$ cat src/rtl/fft_pkg.sv
// Shared definitions for the radix-2 DIT FFT stage sequencer.
// Holds the controller state encoding, the stage-index width and the NFFT helper.
package fft_pkg;

    typedef enum logic [1:0] {
        ST_IDLE,
        ST_RUN,
        ST_GAP,
        ST_FLUSH
    } state_t;

    localparam int unsigned STG_W = 3;

    function automatic int unsigned nfft(input int unsigned size_data_fi);
        return 32'd1 << size_data_fi;
    endfunction

endpackage

$ cat src/rtl/fft_stage_sched_if.sv
// Control/address bundle between the FFT stage sequencer (master) and the
// butterfly datapath plus twiddle ROM (slave).
interface fft_stage_sched_if #(
    parameter int unsigned SIZE_DATA_FI = 3
);
    import fft_pkg::*;

    logic                    start;
    logic                    stall;
    logic [SIZE_DATA_FI-2:0] tw_addr;
    logic                    issue;
    logic                    bfly_valid;
    logic [SIZE_DATA_FI-1:0] addr_a;
    logic [SIZE_DATA_FI-1:0] addr_b;
    logic [STG_W-1:0]        stage;
    logic                    busy;
    logic                    done;

    modport master (
        input  start, stall,
        output tw_addr, issue, bfly_valid, addr_a, addr_b, stage, busy, done
    );

    modport slave (
        output start, stall,
        input  tw_addr, issue, bfly_valid, addr_a, addr_b, stage, busy, done
    );

endinterface

$ cat src/rtl/fft_bfly_addr_gen.sv
// Combinational map from (stage, butterfly index) to the in-place operand
// addresses and the twiddle index for a radix-2 DIT FFT.
module fft_bfly_addr_gen
    import fft_pkg::*;
#(
    parameter int unsigned SIZE_DATA_FI = 3
) (
    input  logic [STG_W-1:0]        i_s,
    input  logic [SIZE_DATA_FI-2:0] i_j,
    output logic [SIZE_DATA_FI-1:0] o_a,
    output logic [SIZE_DATA_FI-1:0] o_b,
    output logic [SIZE_DATA_FI-2:0] o_tw
);
    localparam int unsigned L = SIZE_DATA_FI;

    logic [L-2:0] w_mask;
    logic [L-2:0] w_pos;
    logic [L-2:0] w_grp;
    logic [L-1:0] w_half;

    // The mask saturates to all-ones in the last stage, where pos == j.
    assign w_mask = ~({(L-1){1'b1}} << i_s);
    assign w_pos  = i_j & w_mask;
    assign w_grp  = i_j >> i_s;
    assign w_half = L'(1) << i_s;

    assign o_a  = ({1'b0, w_grp} << (i_s + 3'd1)) | {1'b0, w_pos};
    assign o_b  = o_a | w_half;
    assign o_tw = w_pos << (3'(L - 1) - i_s);

endmodule

$ cat src/rtl/fft_stage_sched.sv
// Stage/butterfly sequencer for the in-place radix-2 DIT FFT: issues one
// butterfly per cycle, inserts inter-stage gaps, honours stall, reports done.
module fft_stage_sched #(
    parameter int unsigned SIZE_DATA_FI = 3,
    parameter int unsigned STAGE_GAP    = 2
) (
    input logic              clk,
    input logic              rst,
    fft_stage_sched_if.master bus
);
    import fft_pkg::*;

    localparam int unsigned        L        = SIZE_DATA_FI;
    localparam int unsigned        J_W      = L - 1;
    localparam logic [J_W-1:0]     J_LAST   = J_W'(nfft(L) / 2 - 1);
    localparam logic [STG_W-1:0]   S_LAST   = STG_W'(L - 1);
    localparam logic [3:0]         GAP_LAST = 4'((STAGE_GAP == 0) ? 0 : STAGE_GAP - 1);

    state_t           r_state, w_state_nxt;
    logic [STG_W-1:0] r_s, w_s_nxt;
    logic [J_W-1:0]   r_j, w_j_nxt;
    logic [3:0]       r_gap, w_gap_nxt;

    logic             w_issue;
    logic             w_busy;
    logic             w_finish;
    logic [L-1:0]     w_a;
    logic [L-1:0]     w_b;
    logic [L-2:0]     w_tw;

    logic             r_bfly_valid;
    logic [L-1:0]     r_addr_a;
    logic [L-1:0]     r_addr_b;
    logic [STG_W-1:0] r_stage;
    logic             r_done;

    always_ff @(posedge clk) begin
        if (rst) begin
            r_state <= ST_IDLE;
            r_s     <= '0;
            r_j     <= '0;
            r_gap   <= '0;
        end else begin
            r_state <= w_state_nxt;
            r_s     <= w_s_nxt;
            r_j     <= w_j_nxt;
            r_gap   <= w_gap_nxt;
        end
    end

    always_comb begin
        w_state_nxt = r_state;
        w_s_nxt     = r_s;
        w_j_nxt     = r_j;
        w_gap_nxt   = r_gap;
        if (!bus.stall || r_state == ST_IDLE) begin
            case (r_state)
                ST_IDLE: begin
                    if (bus.start) begin
                        w_state_nxt = ST_RUN;
                        w_s_nxt     = '0;
                        w_j_nxt     = '0;
                        w_gap_nxt   = '0;
                    end
                end
                ST_RUN: begin
                    if (r_j == J_LAST) begin
                        if (r_s == S_LAST) begin
                            w_state_nxt = ST_FLUSH;
                        end else begin
                            w_state_nxt = (STAGE_GAP == 0) ? ST_RUN : ST_GAP;
                            w_s_nxt     = r_s + 1'b1;
                            w_j_nxt     = '0;
                            w_gap_nxt   = '0;
                        end
                    end else begin
                        w_j_nxt = r_j + 1'b1;
                    end
                end
                ST_GAP: begin
                    if (r_gap == GAP_LAST) begin
                        w_state_nxt = ST_RUN;
                        w_gap_nxt   = '0;
                    end else begin
                        w_gap_nxt = r_gap + 1'b1;
                    end
                end
                ST_FLUSH: w_state_nxt = ST_IDLE;
                default:  w_state_nxt = ST_IDLE;
            endcase
        end
    end

    always_comb begin
        w_issue  = (r_state == ST_RUN) && !bus.stall;
        w_busy   = (r_state != ST_IDLE);
        w_finish = (r_state == ST_FLUSH) && !bus.stall;
    end

    fft_bfly_addr_gen #(
        .SIZE_DATA_FI(L)
    ) u_addr_gen (
        .i_s (r_s),
        .i_j (r_j),
        .o_a (w_a),
        .o_b (w_b),
        .o_tw(w_tw)
    );

    // Delay stage keeps running under stall so bfly_valid tracks issue by one cycle.
    always_ff @(posedge clk) begin
        if (rst) begin
            r_bfly_valid <= 1'b0;
            r_addr_a     <= '0;
            r_addr_b     <= '0;
            r_stage      <= '0;
            r_done       <= 1'b0;
        end else begin
            r_bfly_valid <= w_issue;
            r_done       <= w_finish;
            if (w_issue) begin
                r_addr_a <= w_a;
                r_addr_b <= w_b;
                r_stage  <= r_s;
            end
        end
    end

    assign bus.tw_addr    = w_tw;
    assign bus.issue      = w_issue;
    assign bus.bfly_valid = r_bfly_valid;
    assign bus.addr_a     = r_addr_a;
    assign bus.addr_b     = r_addr_b;
    assign bus.stage      = r_stage;
    assign bus.busy       = w_busy;
    assign bus.done       = r_done;

endmodule

$ cat src/flat_wrapper.sv
// flat-port wrapper written by rule: the top's interface ports become plain ports
module fft_stage_sched_flat import fft_pkg::*;
#(
    parameter int unsigned SIZE_DATA_FI = 3,
    parameter int unsigned STAGE_GAP    = 2
)
  (clk, rst, bus_start, bus_stall, bus_tw_addr, bus_issue, bus_bfly_valid, bus_addr_a, bus_addr_b, bus_stage, bus_busy, bus_done);
  fft_stage_sched_if #(.SIZE_DATA_FI(SIZE_DATA_FI)) bus_i ();
  input logic clk;
  input logic rst;
  input wire logic [$bits(bus_i.start)-1:0] bus_start;
  input wire logic [$bits(bus_i.stall)-1:0] bus_stall;
  output wire logic [$bits(bus_i.tw_addr)-1:0] bus_tw_addr;
  output wire logic [$bits(bus_i.issue)-1:0] bus_issue;
  output wire logic [$bits(bus_i.bfly_valid)-1:0] bus_bfly_valid;
  output wire logic [$bits(bus_i.addr_a)-1:0] bus_addr_a;
  output wire logic [$bits(bus_i.addr_b)-1:0] bus_addr_b;
  output wire logic [$bits(bus_i.stage)-1:0] bus_stage;
  output wire logic [$bits(bus_i.busy)-1:0] bus_busy;
  output wire logic [$bits(bus_i.done)-1:0] bus_done;
  assign bus_i.start = bus_start;
  assign bus_i.stall = bus_stall;
  assign bus_tw_addr = bus_i.tw_addr;
  assign bus_issue = bus_i.issue;
  assign bus_bfly_valid = bus_i.bfly_valid;
  assign bus_addr_a = bus_i.addr_a;
  assign bus_addr_b = bus_i.addr_b;
  assign bus_stage = bus_i.stage;
  assign bus_busy = bus_i.busy;
  assign bus_done = bus_i.done;
  fft_stage_sched #(.SIZE_DATA_FI(SIZE_DATA_FI), .STAGE_GAP(STAGE_GAP)) u_core (.clk(clk), .rst(rst), .bus(bus_i));
endmodule
$ cat config.mk
export PLATFORM = sky130hd
export DESIGN_NAME = fft_stage_sched_flat
export DESIGN_NICKNAME = d
export VERILOG_FILES = /design/src/rtl/fft_pkg.sv /design/src/rtl/fft_stage_sched_if.sv /design/src/rtl/fft_bfly_addr_gen.sv /design/src/rtl/fft_stage_sched.sv /design/src/flat_wrapper.sv
export SDC_FILE = /design/constraint.sdc
export NUM_CORES = 1
export LEC_CHECK = 0
export ABC_AREA = 1
export CAP_MARGIN = 20
export CORE_MARGIN = 5
export CORE_UTILIZATION = 25
export CTS_CLUSTER_SIZE = 10
export DETAILED_ROUTE_END_ITERATION = 6
export DONT_BUFFER_PORTS = 1
export PLACE_DENSITY = 0.46
export SETUP_SLACK_MARGIN = 0.5
export SLEW_MARGIN = 10
export SYNTH_ARGS = -nofsm -noshare
export SYNTH_HDL_FRONTEND = slang
export SYNTH_HIERARCHICAL = 1
export SYNTH_SLANG_ARGS = --single-unit
$ cat constraint.sdc
create_clock -name clk -period 2.65 [get_ports clk]
set_input_delay 0.1325 -clock clk [delete_from_list [all_inputs] [get_ports clk]]
set_output_delay 0.1325 -clock clk [all_outputs]
set_load 0.02 [all_outputs]
Word level (Yosys, flattened, before mapping)

Index checks and enable logic that the tools add are counted.

$add $sub $neg: 4
Multipliers: 0
Divide/modulo/power cells: 0
Magnitude comparators: 0
Eq/ne operators: 11
Shift-type cells: 5
Mux-type cells: 18
Bitwise gates (word level): 4
Reductions and logical operators: 12

Operator list:

| operator              | count |
|---|---|
| $mux W4               | 4 |
| $mux W2               | 6 |
| $pmux W4 S3           | 1 |
| $reduce_and A5 Y1     | 2 |
| $mux W3               | 3 |
| $pmux W2 S4           | 1 |
| $reduce_and A4 Y1     | 2 |
| $eq A2 B2 Y1 const B  | 3 |
| $pmux W3 S2           | 1 |
| $add A4 B1 Y4 const B | 1 |
| $eq A4 B1 Y1 const B  | 1 |
| $ne A2 B1 Y1 const B  | 2 |
| $ne A2 B2 Y1 const B  | 2 |
| $pmux W2 S2           | 1 |
| $reduce_bool A2 Y1    | 2 |
| $add A3 B1 Y3 const B | 1 |
| $eq A3 B2 Y1 const B  | 1 |
| $ne A3 B3 Y1 const B  | 1 |
| $or A3 B2 Y3          | 1 |
| $or A3 B3 Y3          | 1 |
| $reduce_bool A3 Y1    | 1 |
| $shl A1 B3 Y3 const A | 1 |
| $shl A2 B3 Y2         | 1 |
| $shl A2 B3 Y2 const A | 1 |
| 12 further kinds      | 13 |

Register bits: 22
Latch bits: 0
RAM bits: 0
Bits in read-only memories: 0
Input bits: 4
Output and inout bits: 15
Memories: 0

Logic depth before layout (Yosys ltp)

Gate-level depths: netlist of run 1.

Depth in word-level cells: 5
Depth in mapped cells: 11
Mapped depth without buffers: 11

Hierarchy

Netlist of run 1, hierarchy kept.

By module, submodules not included:

| module            | instances | cells each | area an instance (um2) | sequential area each (um2) |
|---|---|---|---|---|
| fft_stage_sched   | 1         | 159        | 1,147.4                | 440.4 |
| fft_bfly_addr_gen | 1         | 39         | 220.2                  | 0.0 |

Worst setup path after synthesis of run 1

OpenSTA, ideal clock, no wires.

Kind: register to output
Start: register u_core.r_s[0]
End: output port bus_tw_addr[0]
Arrival: 1,380 ps
Required time: 2,518 ps
Slack: 1,137 ps
Stages on the path, launching flop included: 6
Cells stage by stage: dfxtp_1 > inv_1 > ha_1 > inv_1 > a21oi_2 > nor3b_2

Longest elaborated chain between the ends: 4
Elaborated cells on any way between the ends: 5
Classes of those cells: 1 x add/sub; 2 x shift; 2 x bitwise

RTL lines:

| item                                                  | RTL line                | source |
|---|---|---|
| start: declaration                                    | fft_stage_sched.sv:20   | `logic [STG_W-1:0] r_s, w_s_nxt;` |
| start signal: assignment                              | fft_stage_sched.sv:45   | `r_s <= w_s_nxt;` |
| branches (longest 3 deep; another with $sub A2 B3 Y3) | n/a                     |  |
| $shl A2 B3 Y2 *                                       | fft_bfly_addr_gen.sv:29 | `assign o_tw = w_pos << (3'(L - 1) - i_s);` |
| end: declaration                                      | flat_wrapper.sv:13      | `output wire logic [$bits(bus_i.tw_addr)-1:0] bus_tw_addr;` |

Every way passes the cells marked *.

Final worst setup path of run 1

Same ends and word-level chain as after synthesis.

==> impl_summary.log, run 1 <==
INFO  metric outcome = completed
INFO  metric share_clk_of_total_power = 0.167
INFO  metric share_of_synthesized_cell_area_in_full_adder_half_adder_and_majority_cells = 0.0823
INFO  metric clk_root_buffer_cell = clkbuf_8
INFO  metric p_leak = 0.660 nW
INFO  metric chipHeight = 84.0 µm
INFO  metric synth_sequential_area_ratio = 0.322
INFO  metric synth.mux.area_fraction = 0
INFO  metric cts.reportedPaths.clkPinSlew = about 0.08 ns
INFO  metric synth.avg_cell_area = slightly below 7 µm²
INFO  metric numPortBuffers = 0
INFO  metric timing.max_slew.rel_slack = 0.617
INFO  metric detailedRoute.firstPassIterationCount = 4
INFO  metric grt_util_met2 = 0.124
INFO  metric detail-route-antenna-nets = 0
INFO  metric yosysTopAreaCell = dfxtp_1
INFO  metric clock_tree.buffer_depth = 2
INFO  metric grt.total_usage = 0.0839
INFO  metric finalNonFillerCells = 273
INFO  metric hold_violations = 0
INFO  metric setup_total_negative_slack = 0 ns
INFO  metric postCtsSetupRepairBufs = 0
INFO  metric main_combinational_cell_family_by_area_after_synthesis = simple AND/OR/NAND/NOR gates
INFO  metric final_min_period_over_clock_period = 0.748
INFO  metric final_layout_size_suffix_gt1_frac = 0.189
INFO  metric drtIter0Drc = 83
INFO  metric synthArstFlopShare = 0
INFO  metric via_count_of_the_first_global_routing_pass = 1021
INFO  metric crit_required = 2.52 ns
INFO  metric max-vdd-ir-drop = 276 µV
INFO  metric ys_types = 27
INFO  metric layout.core_utilization = 0.279
INFO  metric yosys.area_share.simple = 0.414
INFO  metric wl_per_cell = ~11 µm
INFO  metric area_growth_syn_to_layout = 10.4%
INFO  metric rsz0062_at_grt = no
INFO  metric power_density = 991 nW/µm²
INFO  metric synth_cells = 198
INFO  metric grt_remaining_overflow = 0
INFO  metric wl = 2890 µm
INFO  metric globalplace.congestion = roughly 0.78
INFO  metric setup_viol = 0
INFO  metric mostFrequentLayoutCell = nand2_1
INFO  metric fin_worst_skew = 0.000980 ns
INFO  metric starting_utilization_of_the_core_area = 0.253
INFO  metric nNetsFinal = roughly 220
INFO  metric antenna_found_initial = 0
INFO  metric clk_latency = 0.26 ns
INFO  metric first_pass_grt_wire_length = 4960 µm
INFO  metric coreArea = ~5400 µm²
INFO  metric synth_top_cells_by_area = dfxtp_1 32%, nand2_1 14%, ha_1 8.2%
INFO  metric synthesis.nets = 211
INFO  metric min_path_type = in -> reg
INFO  metric layout_common_cells = 50 x nand2_1, 22 x dfxtp_1, 21 x nor2_1
INFO  metric use_met3 = 0.00888
INFO  metric place.detailed.instances = 267
INFO  metric p_seq_frac = 0.359
INFO  metric period_minus_slack = between 1.5 and 2 ns
INFO  metric grt_most_used_layer = met2
INFO  metric timing.hold.ws = 0.124 ns
INFO  metric avgViaCountPerCell = 4.20
INFO  metric tritoncts = yes
INFO  metric power.switching_fraction = 0.473
INFO  metric synth_top_area_share = 0.322
INFO  metric timing.critical_path.to_type = output port
INFO  metric pin_count_of_the_biggest_net_entering_global_routing = 15
INFO  metric place_area = 1440 µm²
INFO  metric crit_type = reg -> out
INFO  metric internal_power = ~800 µW
INFO  metric cts_inserted_buffers = 3
INFO  metric report.final.slew_viol_count = 0
INFO  metric cp-start-kind = flop
INFO  metric htreeDepth = 1
INFO  metric achievable-frequency = ~500 MHz
INFO  metric postSynthRegisterBits = 22
INFO  metric finish.instance_area = 1510 µm²
INFO  metric synth-main-ff-cell = dfxtp_1
INFO  metric synth_compound_area_frac = 0.0833
INFO  metric die_w = about 84 µm
INFO  metric floorplan.die_area = 7050 µm²
INFO  metric layout_setup_ws = 0.666 ns
INFO  metric cp.arrival = 1.85 ns
INFO  metric power.share.combinational = 0.474
INFO  metric cts.sink_count = 22
INFO  metric drv.max_cap_violation_count = 0
INFO  metric mappedNetlistArea = about 1400 µm²
INFO  metric pin_count = 19
INFO  metric total_power = 1.50 mW
INFO  metric num_rows = 27
INFO  metric p_switching = between 700 and 800 µW
INFO  metric worst_slew_pin_slew = 0.573 ns
INFO  metric worst_path_fanout_max = 9
INFO  metric post_synth_edffs = 0
INFO  metric detail_route.drc_violations = 0
INFO  metric globalRouteMet1Util = 0.121
INFO  metric vias = ~1100
INFO  metric worst_setup_slack_before_clock_tree_synthesis = 0.968 ns
INFO  metric detailed_place_hpwl = 2220 µm
INFO  metric antenna-diode-count = 0
INFO  metric synth-xor-area-share = 0.00640
INFO  metric ys.warnings.count = 6
-- final timing paths --
kind	from	end	slack [ns]	depth (start not counted)
max	u_core/r_s[0]	bus_tw_addr[0]	0.67	5
min	rst	u_core/r_gap[3]	0.12	3
max reg2reg	u_core/r_s[0]	u_core/bus.addr_b[2]	1.04	8
min reg2reg	u_core/r_gap[3]	u_core/r_gap[3]	0.49	2
-- kinds of logic after synthesis --
family	count (synthesis)
DFF	22
adders and majority gates	9
AOI/OAI and AO/OA	22
buffers and inverters	30
xor gates and xnor gates	1
and+or+nand+nor	114
-- cells in the mapped netlist, types with 2 or more instances --
library cell and number:
nor3_1 3, nand2_2 10, nand3_2 3, dfxtp_1 22
a21oi_1 15, nand4_1 2, inv_1 20, nor2_4 2
ha_1 9, or2_2 2, nor2_2 5, o21ai_0 5
inv_2 6, nor2_1 21, nand2_1 50, nand3_1 12
-- metal layers --
metal / vias to the layer above / share of wire
met5: - / 0
li1: 627 / -
met1: 497 / 0.55
met2: 16 / 0.40
met3: 6 / 0.023
met4: 0 / 0.022
-- state kept, by name, indices dropped and copies added (netlist names) --
signal	count
u_core/bus.done	1
u_core/bus.addr_b	3
u_core/bus.stage	3
u_core/bus.addr_a	3
u_core/r_s	3
u_core/r_j	2
u_core/r_gap	4
u_core/bus.bfly_valid	1
u_core/r_state	2
-- worst max-delay path: stages, from the launching register on --
cell and delay [ns]:
dfxtp_1 0.51, inv_1 0.15, ha_1 0.30, inv_1 0.07, a21oi_2 0.16, nor3b_2 0.39
-- power groups by stage --
stage / Clock (mW) / Sequential (mW) / Combinational (mW)
4_1_cts: 0.259 / 0.541 / 0.713
3_5_place_dp: 0 / 0.550 / 0.704
2_1_floorplan: 0 / 0.506 / 0.627
5_1_grt: 0.271 / 0.554 / 0.830
3_3_place_gp: 0 / 0.548 / 0.711
6_report: 0.249 / 0.538 / 0.709
-- area by class of cell --
cell class                      count  area, µm²
Timing Repair Buffer                2       20.0
Fill cell                         619       3890
Inverter                           27        103
Multi-Input combinational cell    146        802
Sequential cell                    22        440
Tap cell                           72       90.1
Clock buffer                        4       55.1
-- timing repair --
item	CTS	global route
hold buffers	2	0
gates resized for setup	0	0
hold endpoints to repair	14	0
Note: power is estimated with default switching activity, not from simulation.
==> run 2: changes to the inputs <==
--- a/config.mk
+++ b/config.mk
@@ -5,14 +5,14 @@
 export SDC_FILE = /design/constraint.sdc
 export NUM_CORES = 1
 export LEC_CHECK = 0
-export ABC_AREA = 1
+export ABC_AREA = 0
 export CAP_MARGIN = 20
 export CORE_MARGIN = 5
 export CORE_UTILIZATION = 25
 export CTS_CLUSTER_SIZE = 10
 export DETAILED_ROUTE_END_ITERATION = 6
 export DONT_BUFFER_PORTS = 1
-export PLACE_DENSITY = 0.46
+export PLACE_DENSITY = 0.48
 export SETUP_SLACK_MARGIN = 0.5
 export SLEW_MARGIN = 10
 export SYNTH_ARGS = -nofsm -noshare
==> constraint.sdc (replaced) <==
create_clock -name clk -period 1.6 [get_ports clk]
set_input_delay 0.08 -clock clk [delete_from_list [all_inputs] [get_ports clk]]
set_output_delay 0.08 -clock clk [all_outputs]
set_load 0.02 [all_outputs]
==> impl_summary.log, run 2 <==
INFO  metric outcome = completed
INFO  metric wl_per_cell = 13.5 µm (+28%)
INFO  metric die_w = 80.2 µm (-4.5%)
INFO  metric synth_cells = 155 (-22%)
INFO  metric regToRegStartpoint = u_core/r_s[0]
INFO  metric detailed_place_hpwl = 2230 µm (+0.37%)
INFO  metric coreArea = 4750 µm² (-12%)
INFO  metric synth-main-ff-cell = dfxtp_1
INFO  metric grt_remaining_overflow = 0 (unchanged)
INFO  metric detail_route.drc_violations = 0 (unchanged)
INFO  metric pin_count = 19 (unchanged)
INFO  metric cp-start-kind = flop
INFO  metric num_rows = 25 (-7.4%)
INFO  metric vias = 1179 (+2.9%)
INFO  metric synthesis.nets = 168 (-20%)
INFO  metric pin_count_of_the_biggest_net_entering_global_routing = 21 (+6)
INFO  metric starting_utilization_of_the_core_area = 0.259 (+0.00620)
INFO  metric antenna_found_initial = 0 (unchanged)
INFO  metric crit_start = u_core/r_s[0]
INFO  metric htreeDepth = 1 (unchanged)
INFO  metric synth.top_cells.by_count = 22 x dfxtp_1, 22 x nand2_1, 21 x a21oi_1, 11 x o21ai_0, 9 x ha_1
INFO  metric chipHeight = 80.2 µm (-4.5%)
INFO  metric synthArstFlopShare = 0 (unchanged)
INFO  metric fin_worst_skew = 0.00519 ns (+0.00421 ns)
INFO  metric synth_sequential_area_ratio = 0.357 (+0.0353)
INFO  metric mappedNetlistArea = 1230 µm² (-9.9%)
INFO  metric numPortBuffers = 0 (unchanged)
INFO  metric antenna-diode-count = 0 (unchanged)
INFO  metric period_minus_slack = 1.56 ns
INFO  metric total_power = 1.03 mW (-31%)
INFO  metric p_leak = 0.643 nW (-2.6%)
INFO  metric area_growth_syn_to_layout = 47.2%
INFO  metric report.final.slew_viol_count = 0 (unchanged)
INFO  metric cell_count_of_the_worst_hold_path = 3 (unchanged)
INFO  metric final_min_period_over_clock_period = 0.975
INFO  metric nNetsFinal = 190 (-12%)
INFO  metric layout.core_utilization = 0.382 (+0.102)
INFO  metric power_density = 569 nW/µm² (-43%)
INFO  metric worstRegToRegCells = 6 (-2)
INFO  metric detail-route-antenna-nets = 0 (unchanged)
INFO  metric layout_common_cells = 15 x nand2_1, 14 x dfxtp_1, 14 x buf_4
INFO  metric crit_type = reg -> out
INFO  metric min_path_type = in -> reg
INFO  metric clk_latency = 0.26 ns (about the same)
INFO  metric cts.reportedPaths.clkPinSlew = 0.08 ns (about the same)
INFO  metric drv.max_cap_violation_count = 0 (unchanged)
INFO  metric ys_types = 45 (+67%)
INFO  metric wl = 3260 µm (+13%)
INFO  metric mostFrequentLayoutCell = nand2_1
INFO  metric floorplan.die_area = 6430 µm² (-8.7%)
INFO  metric synth_top_cells_by_area = dfxtp_1 36%, ha_1 9.1%, a21oi_1 8.5%
INFO  metric cts_inserted_buffers = 3 (unchanged)
INFO  metric yosysTopAreaCell = dfxtp_1
INFO  metric max-vdd-ir-drop = 343 µV (+24%)
INFO  metric achievable-frequency = between 600 and 700 MHz
INFO  metric drtIter0Drc = 36 (-57%)
INFO  metric via_count_of_the_first_global_routing_pass = 1186 (+16%)
INFO  metric ys.warnings.count = 6 (unchanged)
INFO  metric cts.sink_count = 22 (unchanged)
INFO  metric clk_root_buffer_cell = clkbuf_8
INFO  metric setup_total_negative_slack = 0 ns (unchanged)
INFO  metric final_layout_size_suffix_gt1_frac = 0.463 (+0.274)
INFO  metric first_pass_grt_wire_length = 5580 µm (+12%)
INFO  metric setup_viol = 0 (unchanged)
INFO  metric crit_required = 1.52 ns (-1.00 ns)
INFO  metric worst_slew_pin_slew = 0.951 ns (+0.378 ns)
INFO  metric rsz0062_at_grt = yes
INFO  metric timing.critical_path.to_type = output port
INFO  metric worstReg2RegEnd = u_core/r_j[1]
INFO  metric postSynthRegisterBits = 22 (unchanged)
INFO  metric worst_setup_slack_before_clock_tree_synthesis = 0.0978 ns (-0.870 ns)
INFO  metric post_synth_edffs = 0 (unchanged)
INFO  metric synth_top_area_share = 0.357 (+0.0353)
INFO  metric tritoncts = yes
INFO  metric layout_setup_ws = 0.0395 ns (-0.627 ns)
INFO  metric detailedRoute.firstPassIterationCount = 4 (unchanged)
INFO  metric endpoint_with_the_worst_hold_slack = u_core/r_gap[1]
INFO  metric globalplace.congestion = 0.888 (+13%)
INFO  metric grt.total_usage = 0.107 (+0.0231)
INFO  metric avgViaCountPerCell = 4.87 (+16%)
INFO  metric max_flop_register = u_core/r_gap
INFO  metric cp.arrival = 1.48 ns (-0.37 ns)
INFO  metric synth.avg_cell_area = 7.95 µm² (+15%)
INFO  metric worst_path_fanout_max = 7 (-2)
INFO  metric largest_reg_flops = 4 (unchanged)
INFO  metric worst_hold_startpoint = rst
INFO  metric reg2reg_slack = 0.06 ns (-0.98 ns)
INFO  metric clock_tree.buffer_depth = 2 (unchanged)
INFO  metric hold_violations = 0 (unchanged)
INFO  metric timing.max_slew.rel_slack = 0.366 (-0.251)
-- run 2: cell types whose count changed after synthesis, sizes merged, moves of 3 or more --
cell / previous run / this run
nand2: 61 / 22
nor2: 29 / 7
inv: 26 / 9
nand3: 15 / 4
a21oi: 16 / 21
nand2b: 0 / 5
o21ai: 6 / 11
a21o: 0 / 3
clkbuf: 1 / 4
-- run 2: cell type report --
type                            instances  area [µm²]
Timing Repair Buffer                   22         196
Sequential cell                        22         468
Fill cell                             486        2940
Timing Repair inverter                  1        8.76
Inverter                                9        46.3
Multi-Input combinational cell        118         970
Clock buffer                            3        41.3
Tap cell                               67        83.8
-- run 2: worst max path at each step --
stage	end	slack (ns)	cells past startpoint
2_1_floorplan	u_core/bus.addr_b[2]	0.21	8
6_report	bus_tw_addr[0]	0.04	4
3_3_place_gp	u_core/r_j[1]	0.11	6
3_5_place_dp	u_core/r_j[1]	0.1	6
5_1_grt	bus_tw_addr[0]	-0.06	4
4_1_cts	bus_tw_addr[0]	-0.004	4
-- run 2: what timing repair did --
item / in CTS / in global routing
setup endpoints to repair: 24 / 25
hold buffers: 1 / 0
pin swaps: 16 / 13
gates cloned: 1 / 0
hold endpoints to repair: 20 / 0
resized for setup: 43 / 16
buffers inserted: 11 / 6
-- run 2: kinds of logic after synthesis --
family / after synthesis / share of synthesized area
and+or+nand+nor: 60 / 0.263
AOI/OAI and AO/OA: 47 / 0.224
DFF: 22 / 0.357
buffers and inverters: 15 / 0.0497
adders and majority gates: 9 / 0.0914
xor gates and xnor gates: 2 / 0.0142
-- run 2: power breakdown --
part	internal, mW	total, mW	switching (mW)	leakage (nW)
Clock	0.168	0.340	0.173	0.0216
Combinational	0.0587	0.131	0.0723	0.438
Sequential	0.546	0.562	0.0156	0.184
Total	0.772	1.03	0.261	0.643
-- run 2: stage by stage --
stage	instances	hold slack [ns]	area, µm²
6_report	242	0.0186	1810
2_1_floorplan	155	0.258	1360
4_1_cts	236	0.00837	1720
3_3_place_gp	220	0.147	1420
5_1_grt	242	0.00417	1810
3_5_place_dp	220	0.146	1420
-- run 2: critical path: stages (launching register included) --
cell and delay [ns]:
dfxtp_4 0.39, ha_4 0.17, nor3b_2 0.18, a21oi_2 0.07, nor4bb_4 0.42
-- run 2: per-layer routing --
| layer | share of wire | vias up | GRT usage |
|---|---|---|---|
| met5 | 0 | - | 0 |
| met4 | 0 | 0 | 0.0101 |
| met3 | 0.046 | 0 | 0.0336 |
| met2 | 0.51 | 19 | 0.194 |
| met1 | 0.45 | 568 | 0.127 |
| li1 | - | 592 | - |
==> run 3: changes to the inputs <==
--- a/config.mk
+++ b/config.mk
@@ -6,12 +6,13 @@
 export NUM_CORES = 1
 export LEC_CHECK = 0
 export ABC_AREA = 0
-export CAP_MARGIN = 20
+export CAP_MARGIN = 10
 export CORE_MARGIN = 5
 export CORE_UTILIZATION = 25
 export CTS_CLUSTER_SIZE = 10
 export DETAILED_ROUTE_END_ITERATION = 6
 export DONT_BUFFER_PORTS = 1
+export HOLD_SLACK_MARGIN = 0.08
 export PLACE_DENSITY = 0.48
 export SETUP_SLACK_MARGIN = 0.5
 export SLEW_MARGIN = 10
==> impl_summary.log, run 3 (synthesis gave the netlist of run 2 again) <==
INFO  metric layout_common_cells = 15 x nand2_1, 14 x dfxtp_1, 14 x buf_4
INFO  metric crit_required = 1.52 ns (about the same)
INFO  metric min_path_type = in -> reg
INFO  metric fin_worst_skew = 0.00697 ns (+0.00178 ns)
INFO  metric period_minus_slack = 1.56 ns (+0.000184 ns)
INFO  metric avgViaCountPerCell = 4.93 (+1.2%)
INFO  metric cts.sink_count = 22 (unchanged)
INFO  metric drtIter0Drc = 22 (-39%)
INFO  metric reg2reg_slack = 0.06 ns (about the same)
INFO  metric via_count_of_the_first_global_routing_pass = 1202 (+1.3%)
INFO  metric htreeDepth = 1 (unchanged)
INFO  metric power_density = 569 nW/µm² (-0.13%)
INFO  metric use_met3 = 0.0359 (+0.00224)
INFO  metric regToRegStartpoint = u_core/r_s[0]
INFO  metric detailed_place_hpwl = 2230 µm (unchanged)
INFO  metric timing.hold.ws = 0.208 ns (+0.189 ns)
INFO  metric crit_type = reg -> out
INFO  metric globalplace.congestion = 0.888 (unchanged)
INFO  metric clk_root_buffer_cell = clkbuf_8
INFO  metric wl_per_cell = 13.4 µm (-0.78%)
INFO  metric chipHeight = 80.2 µm (unchanged)
INFO  metric largest_reg_flops = 4 (unchanged)
INFO  metric vias = 1198 (+1.6%)
INFO  metric max_flop_register = u_core/r_gap
INFO  metric grt.total_usage = 0.108 (+0.00117)
INFO  metric final_layout_size_suffix_gt1_frac = 0.466 (+0.00305)
INFO  metric wl = 3250 µm (-0.37%)
INFO  metric detailedRoute.firstPassIterationCount = 4 (unchanged)
INFO  metric worst_hold_startpoint = bus_stall
INFO  metric tritoncts = yes
INFO  metric globalRouteMet1Util = 0.126 (-0.00135)
INFO  metric detail-route-antenna-nets = 0 (unchanged)
INFO  metric n_fill_cell = 485 (-0.21%)
INFO  metric endpoint_with_the_worst_hold_slack = u_core/r_j[0]
INFO  metric final_min_period_over_clock_period = 0.975 (about the same)
INFO  metric pin_count = 19 (unchanged)
INFO  metric finalNonFillerCells = 243 (+0.41%)
INFO  metric mostFrequentLayoutCell = nand2_1
INFO  metric grt_most_used_layer = met2
INFO  metric cell_count_of_the_worst_hold_path = 3 (unchanged)
INFO  metric grt_remaining_overflow = 0 (unchanged)
INFO  metric cts_inserted_buffers = 3 (unchanged)
INFO  metric coreArea = 4750 µm² (unchanged)
INFO  metric worstReg2RegEnd = u_core/r_j[1]
INFO  metric timing.critical_path.to_type = output port
INFO  metric setup_viol = 0 (unchanged)
INFO  metric clock_tree.buffer_depth = 2 (unchanged)
INFO  metric num_rows = 25 (unchanged)
INFO  metric area_growth_syn_to_layout = 47.4%
INFO  metric starting_utilization_of_the_core_area = 0.259 (unchanged)
INFO  metric multi_input_gate_area = 970 µm² (unchanged)
INFO  metric report.final.slew_viol_count = 0 (unchanged)
INFO  metric p_leak = 0.638 nW (-0.74%)
INFO  metric pin_count_of_the_biggest_net_entering_global_routing = 24 (+14%)
INFO  metric cts.reportedPaths.clkPinSlew = 0.08 ns (about the same)
INFO  metric antenna-diode-count = 0 (unchanged)
INFO  metric place.detailed.instances = 220 (unchanged)
INFO  metric cp-start-kind = flop
INFO  metric max-vdd-ir-drop = 338 µV (-1.4%)
INFO  metric first_pass_grt_wire_length = 5630 µm (+0.99%)
INFO  metric hold_violations = 0 (unchanged)
INFO  metric die_w = 80.2 µm (unchanged)
INFO  metric worst_slew_pin_slew = 0.557 ns (-0.393 ns)
INFO  metric detail_route.drc_violations = 0 (unchanged)
INFO  metric antenna_found_initial = 0 (unchanged)
INFO  metric floorplan.die_area = 6430 µm² (unchanged)
INFO  metric worst_path_fanout_max = 7 (unchanged)
INFO  metric achievable-frequency = 641 MHz (about the same)
INFO  metric seq_area = 468 µm² (unchanged)
INFO  metric outcome = completed
INFO  metric cp.arrival = 1.48 ns (about the same)
INFO  metric timing.max_slew.rel_slack = 0.628 (+0.262)
INFO  metric worstRegToRegCells = 6 (unchanged)
INFO  metric numPortBuffers = 0 (unchanged)
INFO  metric nNetsFinal = 191 (+0.53%)
INFO  metric grt_util_met2 = 0.196 (+0.00248)
INFO  metric clk_latency = 0.26 ns (about the same)
INFO  metric rsz0062_at_grt = yes
INFO  metric drv.max_cap_violation_count = 0 (unchanged)
-- run 3: worst max path at each step --
stage                             start                   end  slack [ns]  cells after the start
after detailed placement  u_core/r_s[0]         u_core/r_j[1]         0.1                      6
after global placement    u_core/r_s[0]         u_core/r_j[1]        0.11                      6
after CTS                 u_core/r_s[0]        bus_tw_addr[0]      -0.004                      4
after floorplan           u_core/r_s[0]  u_core/bus.addr_b[2]        0.21                      8
final                     u_core/r_s[0]        bus_tw_addr[0]        0.04                      4
after global routing      u_core/r_s[0]        bus_tw_addr[0]       -0.06                      4
-- run 3: stage by stage --
step / util / TNS [ns] / cell area [µm²] / setup slack, ns / total power, mW
4_1_cts: 0.363 / -0.00385 / 1730 / -0.00385 / 1.03
3_5_place_dp: 0.299 / 0 / 1420 / 0.0978 / 0.659
6_report: 0.382 / 0 / 1820 / 0.0393 / 1.03
5_1_grt: 0.382 / -0.0602 / 1820 / -0.0601 / 1.09
2_1_floorplan: - / 0 / 1360 / 0.211 / 0.653
3_3_place_gp: 0.299 / 0 / 1420 / 0.114 / 0.659
-- run 3: metal layers --
layer  vias to the layer above  share of wire  wire length (µm)
li1                        595              -                 -
met1                       580           0.44              1420
met2                        21           0.51              1650
met3                         2          0.052               170
met4                         0         0.0034                11
met5                         -              0                 0
-- run 3: worst max-delay path, cell delays in order, from the launching register on --
cell,delay (ns)
dfxtp_4,0.38
ha_4,0.17
nor3b_2,0.18
a21oi_2,0.07
nor4bb_4,0.42
-- run 3: what timing repair did --
action	in CTS	in global routing
hold buffers	2	0
setup buffers	11	6
gates resized for setup	43	18
hold endpoints to repair	21	0
pin swaps	16	13
cloned	1	0
setup endpoints to repair	24	26
-- run 3: cell type report --
class,count,area share
repair inverters,1,0.00482
repair buffers,23,0.110
well taps,67,0.0461
multi-input cells,118,0.534
clock buffers,3,0.0227
inverters,9,0.0255
flip-flops and latches,22,0.258
-- run 3: report_power, final --
| group | total [mW] | internal [mW] | switching [mW] | leakage (nW) |
|---|---|---|---|---|
| registers | 0.562 | 0.546 | 0.0157 | 0.184 |
| clock network | 0.337 | 0.168 | 0.169 | 0.0216 |
| logic | 0.135 | 0.0591 | 0.0755 | 0.433 |
| total | 1.03 | 0.773 | 0.260 | 0.638 |
